==> config.mk <==
export PLATFORM = sky130hd
export DESIGN_NAME = inst_fetch
export DESIGN_NICKNAME = d
export VERILOG_FILES = /design/src/rtl/inst_fetch.sv
export SDC_FILE = /design/constraint.sdc
export NUM_CORES = 1
export LEC_CHECK = 0
export CAP_MARGIN = 25
export CORE_MARGIN = 2
export CORE_UTILIZATION = 45
export DETAILED_ROUTE_END_ITERATION = 7
export HOLD_SLACK_MARGIN = 0.1
export PLACE_DENSITY_LB_ADDON = 0.3
export SYNTH_ARGS = -nofsm -noshare
export SYNTH_HDL_FRONTEND = slang
export SYNTH_SLANG_ARGS = --single-unit
export TNS_END_PERCENT = 10
==> constraint.sdc <==
create_clock -name clk -period 2.4 [get_ports clk]
set_input_delay 0.72 -clock clk [delete_from_list [all_inputs] [get_ports clk]]
set_output_delay 0.72 -clock clk [all_outputs]
set_load 0.05 [all_outputs]
==> src/rtl/inst_fetch.sv <==
// -----------------------------------------------------------------------------
// inst_fetch
//
// Purpose:
//   Single-outstanding instruction fetch unit. Issues one word-aligned request
//   at a time to the instruction memory and holds the returned word in an
//   output register until the decoder consumes it. Taken branches and jumps
//   arrive on redirect/redirect_pc. A request already in flight when a
//   redirect arrives is allowed to complete, and its data is dropped.
//
// Optional feature:
//   INST_FETCH_PERF_EN adds the perf_fetched and perf_stall counters and
//   their output ports. With the macro undefined they are absent.
//
// Ports:
//   clk          in   1   clock, rising edge
//   rst_n        in   1   asynchronous, active-low reset
//   imem_req     out  1   instruction-memory request (FETCH and DISCARD)
//   imem_addr    out  32  fetch address, always equal to pc
//   imem_ack     in   1   memory completes the transaction this cycle
//   imem_data    in   32  instruction word, valid with imem_ack
//   inst         out  32  registered instruction for the decoder
//   inst_pc      out  32  address of inst
//   inst_valid   out  1   inst/inst_pc hold a deliverable instruction
//   stall        in   1   consumer not ready
//   redirect     in   1   taken branch/jump: flush and refetch
//   redirect_pc  in   32  redirect target; bits [1:0] are ignored
//   perf_fetched out  32  instructions consumed (INST_FETCH_PERF_EN only)
//   perf_stall   out  32  cycles spent in HOLD with stall=1 (INST_FETCH_PERF_EN only)
// -----------------------------------------------------------------------------
module inst_fetch #(
    parameter logic [31:0] RESET_PC = 32'h0000_0000
) (
    input  logic        clk,
    input  logic        rst_n,
    output logic        imem_req,
    output logic [31:0] imem_addr,
    input  logic        imem_ack,
    input  logic [31:0] imem_data,
    output logic [31:0] inst,
    output logic [31:0] inst_pc,
    output logic        inst_valid,
    input  logic        stall,
    input  logic        redirect,
    input  logic [31:0] redirect_pc
`ifdef INST_FETCH_PERF_EN
    ,
    output logic [31:0] perf_fetched,
    output logic [31:0] perf_stall
`endif
);

    typedef enum logic [1:0] {
        IDLE    = 2'd0,
        FETCH   = 2'd1,
        DISCARD = 2'd2,
        HOLD    = 2'd3
    } state_t;

    state_t      state;
    logic [31:0] pc;
    logic [31:0] pend_pc;
    logic [31:0] target;

    assign target    = {redirect_pc[31:2], 2'b00};
    assign imem_addr = pc;

    // imem_req is registered together with the state. It is set on every
    // transition into FETCH or DISCARD and cleared on every transition into
    // IDLE or HOLD.
    always_ff @(posedge clk or negedge rst_n) begin
        if (!rst_n) begin
            state      <= IDLE;
            pc         <= RESET_PC;
            pend_pc    <= 32'h0;
            inst       <= 32'h0;
            inst_pc    <= 32'h0;
            inst_valid <= 1'b0;
            imem_req   <= 1'b0;
        end else begin
            case (state)
                // Any ack seen here belongs to a request abandoned by reset.
                IDLE: begin
                    state    <= FETCH;
                    imem_req <= 1'b1;
                end
                FETCH: begin
                    if (imem_ack) begin
                        if (redirect) begin
                            // The returned word is on the wrong path. Refetch
                            // from the target at once.
                            pc <= target;
                        end else begin
                            inst       <= imem_data;
                            inst_pc    <= pc;
                            inst_valid <= 1'b1;
                            pc         <= pc + 32'd4;
                            state      <= HOLD;
                            imem_req   <= 1'b0;
                        end
                    end else if (redirect) begin
                        // The request must finish at its original address, so
                        // the target is parked until the ack arrives.
                        pend_pc <= target;
                        state   <= DISCARD;
                    end
                end
                DISCARD: begin
                    if (imem_ack) begin
                        pc    <= redirect ? target : pend_pc;
                        state <= FETCH;
                    end else if (redirect) begin
                        pend_pc <= target;
                    end
                end
                HOLD: begin
                    if (redirect) begin
                        inst_valid <= 1'b0;
                        pc         <= target;
                        state      <= FETCH;
                        imem_req   <= 1'b1;
                    end else if (!stall) begin
                        inst_valid <= 1'b0;
                        state      <= FETCH;
                        imem_req   <= 1'b1;
                    end
                end
                default: begin
                    state    <= IDLE;
                    imem_req <= 1'b0;
                end
            endcase
        end
    end

`ifdef INST_FETCH_PERF_EN
    // An instruction counts as consumed on any edge where it is valid and not
    // stalled, including an edge that also carries a redirect.
    always_ff @(posedge clk or negedge rst_n) begin
        if (!rst_n) begin
            perf_fetched <= 32'h0;
            perf_stall   <= 32'h0;
        end else begin
            if (inst_valid && !stall)
                perf_fetched <= perf_fetched + 32'd1;
            if (state == HOLD && stall)
                perf_stall <= perf_stall + 32'd1;
        end
    end
`endif

endmodule
==> reports/qor.json <==
{
  "status": "finished, final reports clean",
  "die_height_um": 121,
  "final_max_slew_viol_count": 0,
  "power_frac_seq_pct": 28.4,
  "core_region_area_um2": 13300,
  "critical_path_required_ps": 1680,
  "clk_transition_reported_paths_ps": 60,
  "synth_edf_count": 0,
  "postSynth.asyncResetShare_pct": 100,
  "postLayoutCoreUtil_pct": 67.0,
  "comb_power_share_pct": 53.5,
  "layout_commonest_cell": "sky130_fd_sc_hd__clkdlybuf4s50_1",
  "grt_max_degree": 51,
  "timing.critical_path.from_type": "flip-flop",
  "syn-mean-instance-area_um2": 11.3,
  "die_x_um": 121,
  "netSwitchingFraction_pct": 46.1,
  "cts_tree": "yes",
  "worstSkewPairLatency_ps": 420,
  "synth.yosys.seq_area_share_pct": 53.4,
  "clock_tree.buffer_depth": 2,
  "power_density_nw_per_um2": 1630,
  "overflow": 0,
  "cellLeakagePower_uw": 0.00382,
  "final_layout_size_suffix_gt1_share_pct": 26.2,
  "whs_ps": 229,
  "total_switching_power_uw": 6700,
  "drt-pass1-iter-count": 6,
  "drtAntennaViolNets": 0,
  "initial_utilization_pct": 46.3,
  "clockPowerShare_pct": 18.1,
  "critical_path.reg2reg.startpoint": "state[0]",
  "grt_usage_pct": 24.6,
  "wl_per_cell_um": 18.5,
  "fin_worst_skew_ps": 7.80,
  "crit_slowest_cell": "sky130_fd_sc_hd__clkdlybuf4s50_1",
  "commonest_cells_after_routing_fill_and_taps_aside": "135 x sky130_fd_sc_hd__clkdlybuf4s50_1, 132 x sky130_fd_sc_hd__dfrtp_1, 87 x sky130_fd_sc_hd__mux2_2",
  "timing.max_cap.violations": 0,
  "max-vdd-ir-drop_mv": 1.16,
  "total_via_count_in_the_routed_design": 5421,
  "post_cts_hold_buffer_count": 0,
  "fmax_mhz": 425,
  "top_level_ports": 167,
  "ys_types": 57,
  "footprint_of_the_multi_input_gates_um2": 2700,
  "finalNetCount": 824,
  "place_congestion": 0.870,
  "worstPathCellList": "clkdlybuf4s50_1",
  "nFillCells": 1009,
  "worstMarginPinSlew_ps": 725,
  "routed_via_density": 5.77,
  "die_area_um2": 14700,
  "first_pass_grt_wire_length_um": 28000,
  "cp-endpoint": "inst_pc[28]",
  "hold_path_class": "in -> async",
  "sort_of_element_at_the_end_of_the_critical_path": "primary output",
  "relSlewSlack_pct": 51.2,
  "number_of_global_route_vias_before_repair": 5412,
  "path_length_in_cells_of_the_critical_path": 1,
  "grt_setup_unrepaired": "no",
  "insertedDiodeCount": 0,
  "root_buffer_master": "sky130_fd_sc_hd__clkbuf_16",
  "period_minus_slack_ps": 2350,
  "count_of_cells_along_the_worst_register_to_register_path": 8,
  "syn_to_final_growth_pct": 44.6,
  "first_iter_violations": 295,
  "report.power.total_uw": 14600,
  "critPathLaunch": "inst_pc[28]",
  "cts_max_level": 4,
  "final.period_utilization_pct": 98.0,
  "cts_made_buffers": 17,
  "rows": 42,
  "finalNonFillerCells": 939,
  "dpl.hpwl_um": 12200,
  "rrSetupSlack_ps": 190,
  "grt_antenna_before_repair": 0,
  "ys_seq_elements": 132,
  "critical_path.max_fanout": 2,
  "critPathTopFamily": "buffers and inverters",
  "synth-warning-count": 0,
  "cts_post_setup_buffers_inserted": 0,
  "detail_route.wirelength_um": 17300,
  "critPathBufInv": 1,
  "timing_hold_violations_final": 0,
  "slowest_delay_ps": 820,
  "postSynth.topFlopCell": "sky130_fd_sc_hd__dfrtp_1",
  "ff_latch_area_um2": 3300,
  "drc": 0,
  "finalSetupTns_ps": 0,
  "netlist_area_um2": 6190,
  "worstPathArrival_ps": 1630,
  "setup_viol": 0,
  "timing.setup.critical_path_class": "reg -> out",
  "p_int_uw": 7850,
  "syn_inst": 549,
  "io_buffer_count": 164,
  "synth_nets": 623,
  "crit-reg2reg-capture": "imem_addr[28]",
  "placedCellCount": 907,
  "clock_sink_total": 132
}
cell families after synthesis:
logic type | Yosys count | share of synthesized area (%)
AOI/OAI and AO/OA | 149 | 15.3
DFF | 132 | 53.4
and+or+nand+nor | 126 | 10.9
muxes | 88 | 16.0
buffers and inverters | 47 | 3.09
adders and majority gates | 5 | 1.01
xor gates and xnor gates | 2 | 0.283
per-stage QoR:
stage / setup WS, ps / cell area [µm²]
global placement: -145 / 8350
detailed placement: -167 / 8350
global route: 15.2 / 8940
finish: 47.4 / 8940
CTS: 11.8 / 8940
floorplan: 33.8 / 6190
power by group through the flow:
stage | Sequential, µW | Clock [µW] | Combinational [µW]
CTS | 4120 | 2680 | 7800
detailed placement | 4150 | 0 | 7830
global route | 4280 | 2770 | 8210
global placement | 4060 | 0 | 7650
finish | 4130 | 2640 | 7780
floorplan | 6800 | 0 | 2250
layer usage:
metal	vias up	track usage, %	routed length (µm)
met2	251	40.6	8490
met3	25	4.84	1200
met4	0	9.63	335
met5	-	0	0
met1	2699	32.1	7320
li1	2446	-	-
synthesized netlist by cell type, types with 3 or more instances:
cell type                  instances  area (µm²)
sky130_fd_sc_hd__nor2_1           20        75.1
sky130_fd_sc_hd__dfrtp_1         132        3300
sky130_fd_sc_hd__o211ai_1          3        22.5
sky130_fd_sc_hd__buf_1             3        11.3
sky130_fd_sc_hd__nand3_1          14        70.1
sky130_fd_sc_hd__or2_1             4        25.0
sky130_fd_sc_hd__nand4_1          11        68.8
sky130_fd_sc_hd__nor3_1            3        15.0
sky130_fd_sc_hd__nor4_1            5        31.3
sky130_fd_sc_hd__o21ai_1           3        15.0
sky130_fd_sc_hd__a221oi_1          9        78.8
sky130_fd_sc_hd__mux2_2           87         980
sky130_fd_sc_hd__a21oi_1          30         150
sky130_fd_sc_hd__and3_1            4        25.0
sky130_fd_sc_hd__nor4_2            3        37.5
sky130_fd_sc_hd__a22o_1            9        78.8
sky130_fd_sc_hd__clkbuf_1         24        90.1
sky130_fd_sc_hd__a31oi_1          13        81.3
sky130_fd_sc_hd__a22oi_1           8        60.1
sky130_fd_sc_hd__buf_2             6        30.0
sky130_fd_sc_hd__ha_1              5        62.6
sky130_fd_sc_hd__nand2_1          43         161
sky130_fd_sc_hd__and2_1            4        25.0
sky130_fd_sc_hd__o21ai_0          50         250
sky130_fd_sc_hd__inv_1            12        45.0
cell type report:
type                       instances  share of cell area, %
sequential                       132                   36.9
tap                              176                   2.46
timing repair buffer             216                   23.1
multi-input combinational        370                   30.2
inverter                          13                  0.546
clock inverter                    15                   2.03
clock buffer                      17                   4.76
worst min-delay path by stage:
stage / startpoint / to / slack [ps] / depth (start not counted)
final: rst_n / inst_pc[13] / 230 / 1
after global routing: rst_n / inst_pc[13] / 270 / 1
after CTS: rst_n / inst_pc[14] / 250 / 1
after detailed placement: pend_pc[0] / pend_pc[0] / 470 / 1
after global placement: inst_pc[0] / inst_pc[0] / 460 / 2
after floorplan: rst_n / imem_addr[0] / 420 / 0
flip-flops by register name (all words and copies together), names as in the netlist:
register and cells:
inst_pc 32, state 2, pend_pc 32, imem_addr 32, imem_req 1, inst_valid 1
inst 32
what timing repair did:
item	in CTS	in global routing
gates resized for setup	11	2
pin swaps	0	0
endpoints found under the setup margin	11	2
Note: power is estimated with default switching activity, not from simulation.
